==> src/rtl/tl_ul_uart.sv <==
// tl_ul_uart: TileLink-UL slave exposing an 8N1 UART (TX shifter, RX sampler, RX FIFO).
// Registers (address[3:2]): 0 TXDATA, 1 RXDATA, 2 STATUS, 3 CTRL.
// Optional feature macro: UART_IRQ_EN enables CTRL interrupt enables and the irq output.
module tl_ul_uart #(
  parameter int XLEN        = 32,
  parameter int SID_WIDTH   = 8,
  parameter int CLK_FREQ_HZ = 27000000,
  parameter int BAUD_RATE   = 115200,
  parameter int RX_DEPTH    = 4
) (
  input  logic                 clk,
  input  logic                 reset,
  input  logic                 tl_a_valid,
  output logic                 tl_a_ready,
  input  logic [2:0]           tl_a_opcode,
  input  logic [2:0]           tl_a_param,
  input  logic [2:0]           tl_a_size,
  input  logic [SID_WIDTH-1:0] tl_a_source,
  input  logic [XLEN-1:0]      tl_a_address,
  input  logic [XLEN/8-1:0]    tl_a_mask,
  input  logic [XLEN-1:0]      tl_a_data,
  output logic                 tl_d_valid,
  input  logic                 tl_d_ready,
  output logic [2:0]           tl_d_opcode,
  output logic [1:0]           tl_d_param,
  output logic [2:0]           tl_d_size,
  output logic [SID_WIDTH-1:0] tl_d_source,
  output logic [XLEN-1:0]      tl_d_data,
  output logic                 tl_d_corrupt,
  output logic                 tl_d_denied,
  input  logic                 uart_rx,
  output logic                 uart_tx,
  output logic                 irq
);
  localparam int DIV = CLK_FREQ_HZ / BAUD_RATE;
  localparam int CW  = $clog2(DIV);
  localparam int AW  = (RX_DEPTH > 1) ? $clog2(RX_DEPTH) : 1;

  typedef enum logic [1:0] {ST_IDLE, ST_START, ST_DATA, ST_STOP} uart_state_t;

  // cross-block control strobes
  logic       tx_load, tx_busy, rx_pop, rx_push, rx_ferr, clr_ovr, clr_ferr, ctrl_we;
  logic       rx_nonempty, rx_full, fifo_wr;
  logic [1:0] ctrl_rd;

  // ---------------- TX ----------------
  uart_state_t   tx_state_q, tx_state_d;
  logic [CW-1:0] tx_cnt_q, tx_cnt_d;
  logic [2:0]    tx_bit_q, tx_bit_d;
  logic [7:0]    tx_shift_q, tx_shift_d;

  assign tx_busy = (tx_state_q != ST_IDLE);
  // Line level decoded from state so an async reset returns the wire high at once.
  assign uart_tx = (tx_state_q == ST_START) ? 1'b0 :
                   (tx_state_q == ST_DATA)  ? tx_shift_q[0] : 1'b1;

  // TX next state: each phase lasts DIV cycles, data shifted out LSB first
  always_comb begin
    tx_state_d = tx_state_q;
    tx_cnt_d   = tx_cnt_q;
    tx_bit_d   = tx_bit_q;
    tx_shift_d = tx_shift_q;
    if (tx_state_q == ST_IDLE) begin
      if (tx_load) begin
        tx_state_d = ST_START;
        tx_cnt_d   = '0;
        tx_shift_d = tl_a_data[7:0];
      end
    end else if (tx_cnt_q == CW'(DIV - 1)) begin
      tx_cnt_d = '0;
      if (tx_state_q == ST_START) begin
        tx_state_d = ST_DATA;
        tx_bit_d   = '0;
      end else if (tx_state_q == ST_DATA) begin
        tx_shift_d = {1'b0, tx_shift_q[7:1]};
        tx_bit_d   = tx_bit_q + 3'd1;
        if (tx_bit_q == 3'd7) tx_state_d = ST_STOP;
      end else begin
        tx_state_d = ST_IDLE;
      end
    end else begin
      tx_cnt_d = tx_cnt_q + CW'(1);
    end
  end

  // ---------------- RX ----------------
  uart_state_t   rx_state_q, rx_state_d;
  logic [CW-1:0] rx_cnt_q, rx_cnt_d;
  logic [2:0]    rx_bit_q, rx_bit_d;
  logic [7:0]    rx_shift_q, rx_shift_d;
  logic          rx_sync1_q, rx_sync2_q, rx_prev_q;

  // RX next state: start edge, mid-start check, then mid-bit samples every DIV cycles
  always_comb begin
    rx_state_d = rx_state_q;
    rx_cnt_d   = rx_cnt_q + CW'(1);
    rx_bit_d   = rx_bit_q;
    rx_shift_d = rx_shift_q;
    rx_push    = 1'b0;
    rx_ferr    = 1'b0;
    case (rx_state_q)
      ST_IDLE: begin
        rx_cnt_d = '0;
        if (rx_prev_q && !rx_sync2_q) rx_state_d = ST_START;
      end
      ST_START: begin
        if (rx_cnt_q == CW'(DIV / 2 - 1)) begin
          rx_cnt_d   = '0;
          rx_bit_d   = '0;
          rx_state_d = rx_sync2_q ? ST_IDLE : ST_DATA;  // high at mid-start: glitch
        end
      end
      ST_DATA: begin
        if (rx_cnt_q == CW'(DIV - 1)) begin
          rx_cnt_d   = '0;
          rx_shift_d = {rx_sync2_q, rx_shift_q[7:1]};
          rx_bit_d   = rx_bit_q + 3'd1;
          if (rx_bit_q == 3'd7) rx_state_d = ST_STOP;
        end
      end
      default: begin
        if (rx_cnt_q == CW'(DIV - 1)) begin
          rx_cnt_d   = '0;
          rx_state_d = ST_IDLE;
          rx_push    = rx_sync2_q;
          rx_ferr    = !rx_sync2_q;
        end
      end
    endcase
  end

  // ---------------- RX FIFO and sticky status ----------------
  logic [7:0]    fifo_mem [RX_DEPTH];
  logic [AW-1:0] wr_ptr_q, wr_ptr_d, rd_ptr_q, rd_ptr_d;
  logic [AW:0]   count_q, count_d;
  logic          overrun_q, overrun_d, ferr_q, ferr_d;

  assign rx_nonempty = (count_q != '0);
  assign rx_full     = (count_q == (AW + 1)'(RX_DEPTH));
  assign fifo_wr     = rx_push && !rx_full;

  // FIFO pointers/count; a full FIFO drops the new byte and flags overrun
  always_comb begin
    wr_ptr_d  = wr_ptr_q;
    rd_ptr_d  = rd_ptr_q;
    count_d   = count_q;
    overrun_d = overrun_q && !clr_ovr;
    ferr_d    = ferr_q && !clr_ferr;
    if (fifo_wr) wr_ptr_d = wr_ptr_q + AW'(1);
    if (rx_pop)  rd_ptr_d = rd_ptr_q + AW'(1);
    if (fifo_wr && !rx_pop)      count_d = count_q + (AW + 1)'(1);
    else if (!fifo_wr && rx_pop) count_d = count_q - (AW + 1)'(1);
    if (rx_push && rx_full) overrun_d = 1'b1;
    if (rx_ferr)            ferr_d    = 1'b1;
  end

  // FIFO storage write port (contents need no reset)
  always_ff @(posedge clk) begin
    if (fifo_wr) fifo_mem[wr_ptr_q] <= rx_shift_q;
  end

  // ---------------- TileLink response ----------------
  logic                 d_valid_q, d_valid_d, d_denied_q, d_denied_d;
  logic [2:0]           d_opcode_q, d_opcode_d, d_size_q, d_size_d;
  logic [SID_WIDTH-1:0] d_source_q, d_source_d;
  logic [XLEN-1:0]      d_data_q, d_data_d;
  logic                 a_fire;

  assign a_fire = tl_a_valid && tl_a_ready;

  // Decode accepted request, generate side-effect strobes and the registered response
  always_comb begin
    d_valid_d  = d_valid_q;
    d_denied_d = d_denied_q;
    d_opcode_d = d_opcode_q;
    d_size_d   = d_size_q;
    d_source_d = d_source_q;
    d_data_d   = d_data_q;
    tx_load    = 1'b0;
    rx_pop     = 1'b0;
    clr_ovr    = 1'b0;
    clr_ferr   = 1'b0;
    ctrl_we    = 1'b0;
    if (d_valid_q && tl_d_ready) d_valid_d = 1'b0;
    if (a_fire) begin
      d_valid_d  = 1'b1;
      d_size_d   = tl_a_size;
      d_source_d = tl_a_source;
      d_data_d   = '0;
      d_denied_d = 1'b0;
      d_opcode_d = 3'd0;
      case (tl_a_opcode)
        3'd4: begin
          d_opcode_d = 3'd1;
          case (tl_a_address[3:2])
            2'd0: d_data_d[0] = tx_busy;
            2'd1: begin
              if (rx_nonempty) begin
                d_data_d[7:0] = fifo_mem[rd_ptr_q];
                rx_pop        = 1'b1;
              end else begin
                d_data_d[31] = 1'b1;
              end
            end
            2'd2: d_data_d[4:0] = {ferr_q, overrun_q, rx_full, rx_nonempty, tx_busy};
            default: d_data_d[1:0] = ctrl_rd;
          endcase
        end
        3'd0, 3'd1: begin
          if (tl_a_mask[0]) begin
            case (tl_a_address[3:2])
              2'd0: begin
                if (tx_busy) d_denied_d = 1'b1;
                else         tx_load    = 1'b1;
              end
              2'd2: begin
                clr_ovr  = tl_a_data[3];
                clr_ferr = tl_a_data[4];
              end
              2'd3:    ctrl_we = 1'b1;
              default: ;
            endcase
          end
        end
        default: d_denied_d = 1'b1;
      endcase
    end
  end

  // All state registers; async reset aborts any frame in flight
  always_ff @(posedge clk or posedge reset) begin
    if (reset) begin
      tx_state_q <= ST_IDLE;  tx_cnt_q <= '0;  tx_bit_q <= '0;  tx_shift_q <= '0;
      rx_state_q <= ST_IDLE;  rx_cnt_q <= '0;  rx_bit_q <= '0;  rx_shift_q <= '0;
      rx_sync1_q <= 1'b1;     rx_sync2_q <= 1'b1;  rx_prev_q <= 1'b1;
      wr_ptr_q   <= '0;       rd_ptr_q <= '0;  count_q <= '0;
      overrun_q  <= 1'b0;     ferr_q <= 1'b0;
      d_valid_q  <= 1'b0;     d_denied_q <= 1'b0;  d_opcode_q <= '0;
      d_size_q   <= '0;       d_source_q <= '0;    d_data_q <= '0;
    end else begin
      tx_state_q <= tx_state_d;  tx_cnt_q <= tx_cnt_d;  tx_bit_q <= tx_bit_d;  tx_shift_q <= tx_shift_d;
      rx_state_q <= rx_state_d;  rx_cnt_q <= rx_cnt_d;  rx_bit_q <= rx_bit_d;  rx_shift_q <= rx_shift_d;
      rx_sync1_q <= uart_rx;     rx_sync2_q <= rx_sync1_q;  rx_prev_q <= rx_sync2_q;
      wr_ptr_q   <= wr_ptr_d;    rd_ptr_q <= rd_ptr_d;  count_q <= count_d;
      overrun_q  <= overrun_d;   ferr_q <= ferr_d;
      d_valid_q  <= d_valid_d;   d_denied_q <= d_denied_d;  d_opcode_q <= d_opcode_d;
      d_size_q   <= d_size_d;    d_source_q <= d_source_d;  d_data_q <= d_data_d;
    end
  end

  assign tl_a_ready   = !d_valid_q;
  assign tl_d_valid   = d_valid_q;
  assign tl_d_opcode  = d_opcode_q;
  assign tl_d_param   = 2'b00;
  assign tl_d_size    = d_size_q;
  assign tl_d_source  = d_source_q;
  assign tl_d_data    = d_data_q;
  assign tl_d_corrupt = 1'b0;
  assign tl_d_denied  = d_denied_q;

`ifdef UART_IRQ_EN
  logic rx_ie_q, rx_ie_d, tx_ie_q, tx_ie_d, irq_q, irq_d;

  // Interrupt enables and registered level interrupt
  always_comb begin
    rx_ie_d = rx_ie_q;
    tx_ie_d = tx_ie_q;
    if (ctrl_we) begin
      rx_ie_d = tl_a_data[0];
      tx_ie_d = tl_a_data[1];
    end
    irq_d = (rx_ie_q && rx_nonempty) || (tx_ie_q && !tx_busy);
  end

  // Interrupt state registers
  always_ff @(posedge clk or posedge reset) begin
    if (reset) begin
      rx_ie_q <= 1'b0;
      tx_ie_q <= 1'b0;
      irq_q   <= 1'b0;
    end else begin
      rx_ie_q <= rx_ie_d;
      tx_ie_q <= tx_ie_d;
      irq_q   <= irq_d;
    end
  end

  assign ctrl_rd = {tx_ie_q, rx_ie_q};
  assign irq     = irq_q;
`else
  logic unused_ctrl;
  assign ctrl_rd     = 2'b00;
  assign irq         = 1'b0;
  assign unused_ctrl = ctrl_we;
`endif

  // Request fields this slave never looks at
  logic unused_bits;
  assign unused_bits = ^{tl_a_param, tl_a_address[XLEN-1:4], tl_a_address[1:0],
                         tl_a_mask[XLEN/8-1:1], tl_a_data[XLEN-1:8]};
endmodule

==> config.mk <==
export PLATFORM = sky130hd
export DESIGN_NAME = tl_ul_uart
export DESIGN_NICKNAME = d
export VERILOG_FILES = /design/src/rtl/tl_ul_uart.sv
export SDC_FILE = /design/constraint.sdc
export NUM_CORES = 1
export LEC_CHECK = 0
export ABC_AREA = 1
export CAP_MARGIN = 20
export CORE_AREA = 2 2 108 110
export DETAILED_ROUTE_END_ITERATION = 10
export DIE_AREA = 0 0 110 112
export PLACE_DENSITY_LB_ADDON = 0.25
export SLEW_MARGIN = 0
export SYNTH_ARGS = -nofsm -noshare
export SYNTH_HDL_FRONTEND = slang
export SYNTH_SLANG_ARGS = --single-unit
export TNS_END_PERCENT = 5
==> constraint.sdc <==
create_clock -name clk -period 2.8 [get_ports clk]
set_input_delay 0.42 -clock clk [delete_from_list [all_inputs] [get_ports clk]]
set_output_delay 0.42 -clock clk [all_outputs]
set_load 0.05 [all_outputs]
==> reports/metrics.yaml <==
synthesis.area_sq_mm: 0.005369
postRouteWirelength_um: 10190
syn_inst: 597
p_leak_nw: 2.999
synth_enable_flop_cells: 32
setup_viol: 0
fp.dieH_um: 112
dp.cells: 788
cts_max_level: 3
slew_viol_final: 0
cp_data_arrival_time_ns: 2.09
achievable-frequency_mhz: 398.2
grt_util_all_layers: 0.1774
ctsResizeCount: 0
min_to: "rx_sync2_q"
timing.setup.tns_ns: 0
dr_total_vias: 3898
cts_buffers: 9
finalNetCount: 769
cts_hold_buf: 0
skew_ns: 0.007117
cts_setup_buffers: 0
fp.coreArea_sq_mm: 0.01117
synthArstFlopShare: 0.7064
dieArea_sq_mm: 0.01232
worstMarginPinSlew_ns: 0.6142
r2r-start: "rx_cnt_q[1]"
cts_root_buffer: "clkbuf_16"
hold_violations: 0
antenna_left: 0
hold_path_depth: 0
grt_overflow: 0
critPathCaptureType: "output port"
nFillCells: 989
diodes: 0
clk_latency_ns: 0.35
critPathRequiredTime_ns: 2.38
finalPower_w: 0.004686
maxCapViolCount: 0
r2r_slack_ns: 0.50
fin_crit_ns: 2.511
startpoint_type: "flop"
hold_path_class: "flop to flop"
fin_crit_sh: 0.8968
ys_ff_latch: 109
power_frac_seq: 0.418
drive_gt1_frac: 0.09077
hp-start: "rx_sync1_q"
rsz0062_at_grt: "no"
avgSynthCellArea_sq_um: 8.993
power_frac_comb: 0.297
dp_hpwl_um: 7171
slew_headroom: 0.5906
crit_fanout: 3
worst_r2r_path_depth: 12
ctsLongestPathBuffers: 2
drc_errors: 0
via_per_inst: 4.848
cts.sinks: 109
drtIter0Drc: 224
drt_pass1_iterations: 4
antenna_found_initial: 0
grt_pass1_vias: 3806
die_x_um: 110
power_frac_clock: 0.285
synth-main-ff-cell: "dfrtp_1"
r2r-end: "count_q[1]"
wire_per_inst_um: 12.67
initial_utilization: 0.4805
io_buffers: 54
status: "finished, final reports clean"
pin_count: 144
clk_pin_slew_ns: 0.08
crit_type: "flop to output port"
power_switching_w: 0.001728
power_switching_share: 0.3687
final_cells: 804
power_density_mw_per_mm2: 745.3
synth_cell_types: 36
ys_warn_count: 0
tritoncts: "built"
gpl.final_weighted_congestion: 0.8061
peakVddDrop_mv: 0.5001
grt_pass1_wl_um: 17330
synth-seq-area-share: 0.5386
placementRows: 39
p_int_w: 0.002958
grt_max_degree: 78
syn2layout_area_growth_pct: 17.11
[registers in the layout, indices dropped and copies added, names as in the netlist, 2 cells and up]
| signal | cells |
|---|---|
| count_q | 3 |
| fifo_mem | 32 |
| rd_ptr_q | 2 |
| rx_bit_q | 3 |
| rx_cnt_q | 8 |
| rx_shift_q | 8 |
| rx_state_q | 2 |
| tl_d_data | 9 |
| tl_d_size | 3 |
| tl_d_source | 8 |
| tx_bit_q | 3 |
| tx_cnt_q | 8 |
| tx_shift_q | 8 |
| tx_state_q | 2 |
| wr_ptr_q | 2 |
[metrics by stage]
stage / hold WS [ns] / area, sq um / util / setup WS (ns)
2_1_floorplan: 0.3452 / 5474 / - / 0.4062
3_3_place_gp: 0.3468 / 5973 / 0.5345 / 0.3042
3_5_place_dp: 0.3493 / 5973 / 0.5345 / 0.2592
4_1_cts: 0.3587 / 6287 / 0.5626 / 0.2711
5_1_grt: 0.3677 / 6287 / 0.5626 / 0.2122
6_report: 0.3592 / 6287 / 0.5626 / 0.2889
[kinds of logic (layout without fill, tap and decap cells)]
kind of cell | Yosys count | in the layout | synth area share
AND/OR/NAND/NOR | 329 | 329 | 0.2654
flip-flops | 109 | 109 | 0.5386
buffers and inverters | 94 | 130 | 0.09182
AO/OA/AOI/OAI | 30 | 30 | 0.03006
adder cells (fa/ha/maj) | 23 | 23 | 0.05500
XOR/XNOR | 10 | 10 | 0.01631
other | 1 | 29 | 0.0006985
multiplexers | 1 | 1 | 0.002097
[metal layers]
metal | track usage | wire, um | vias up | part of all wire
met5 | 0 | 0 | - | 0
met4 | 0.06920 | 170 | 0 | 0.017
met3 | 0.02459 | 418 | 15 | 0.041
met2 | 0.2904 | 5010 | 86 | 0.49
met1 | 0.2372 | 4591 | 1828 | 0.45
li1 | - | - | 1969 | -
[critical path, stage by stage (launching register included)]
cell and delay, ns:
dfrtp_1 0.38, inv_1 0.09, ha_1 0.24, a21oi_1 0.19, clkdlybuf4s50_1 0.84
[synth_stat cells (all sizes together) (2+ instances only)]
cell type / instances / area share
nor3: 5 / 0.0086
xor2: 5 / 0.0082
dfrtp: 74 / 0.34
nor2: 48 / 0.038
xnor2: 5 / 0.0082
a21oi: 5 / 0.0047
o21ai: 19 / 0.018
nand2: 217 / 0.16
dfstp: 3 / 0.015
edfxtp: 32 / 0.18
ha: 22 / 0.051
nand4: 17 / 0.020
o22ai: 3 / 0.0035
nand3: 41 / 0.041
o31ai: 2 / 0.0028
inv: 51 / 0.037
buf: 38 / 0.052
clkbuf: 4 / 0.0028
[worst max-delay path by stage]
stage / cells past startpoint / from / end
4_1_cts: 4 / tx_state_q[0] / uart_tx
5_1_grt: 4 / tx_state_q[1] / uart_tx
6_report: 4 / tx_state_q[0] / uart_tx
3_3_place_gp: 10 / tl_a_address[3] / count_q[1]
2_1_floorplan: 8 / tl_d_valid / count_q[1]
3_5_place_dp: 10 / tl_a_address[3] / count_q[1]
[power by group through the flow]
stage	registers [W]	clock network, W	logic, W
after global placement	0.00198	0	0.00137
after floorplan	0.00209	0	0.000980
final	0.00196	0.00133	0.00139
after detailed placement	0.00199	0	0.00140
after CTS	0.00196	0.00136	0.00140
after global routing	0.00199	0.00141	0.00156
[placed cells by master (no fill, tap or decap), types with 3 or more instances in the layout]
master             n
nand3_1           38
nor2_1            43
o21ai_1            7
inv_8              3
nand2_1          209
ha_1              22
nand3_2            3
nor2_2             4
xor2_1             5
dfstp_2            3
buf_4              7
conb_1            29
o21ai_0           12
nand4_1           17
nand2_2            7
clkbuf_16          9
dfrtp_1           74
clkdlybuf4s50_1   54
xnor2_1            5
a21oi_1            5
o22ai_1            3
inv_1             39
inv_2             10
edfxtp_1          32
[final cells by class]
type,instances,area (sq um),share of cell area
Sequential cell,109,2892,0.4599
Multi-Input combinational cell,422,2090,0.3323
Timing Repair Buffer,62,613.1,0.09751
Clock buffer,9,225.2,0.03582
Inverter,52,200.2,0.03184
Tap cell,143,178.9,0.02846
Clock inverter,7,88.84,0.01413
Note: power is estimated with default switching activity, not from simulation.
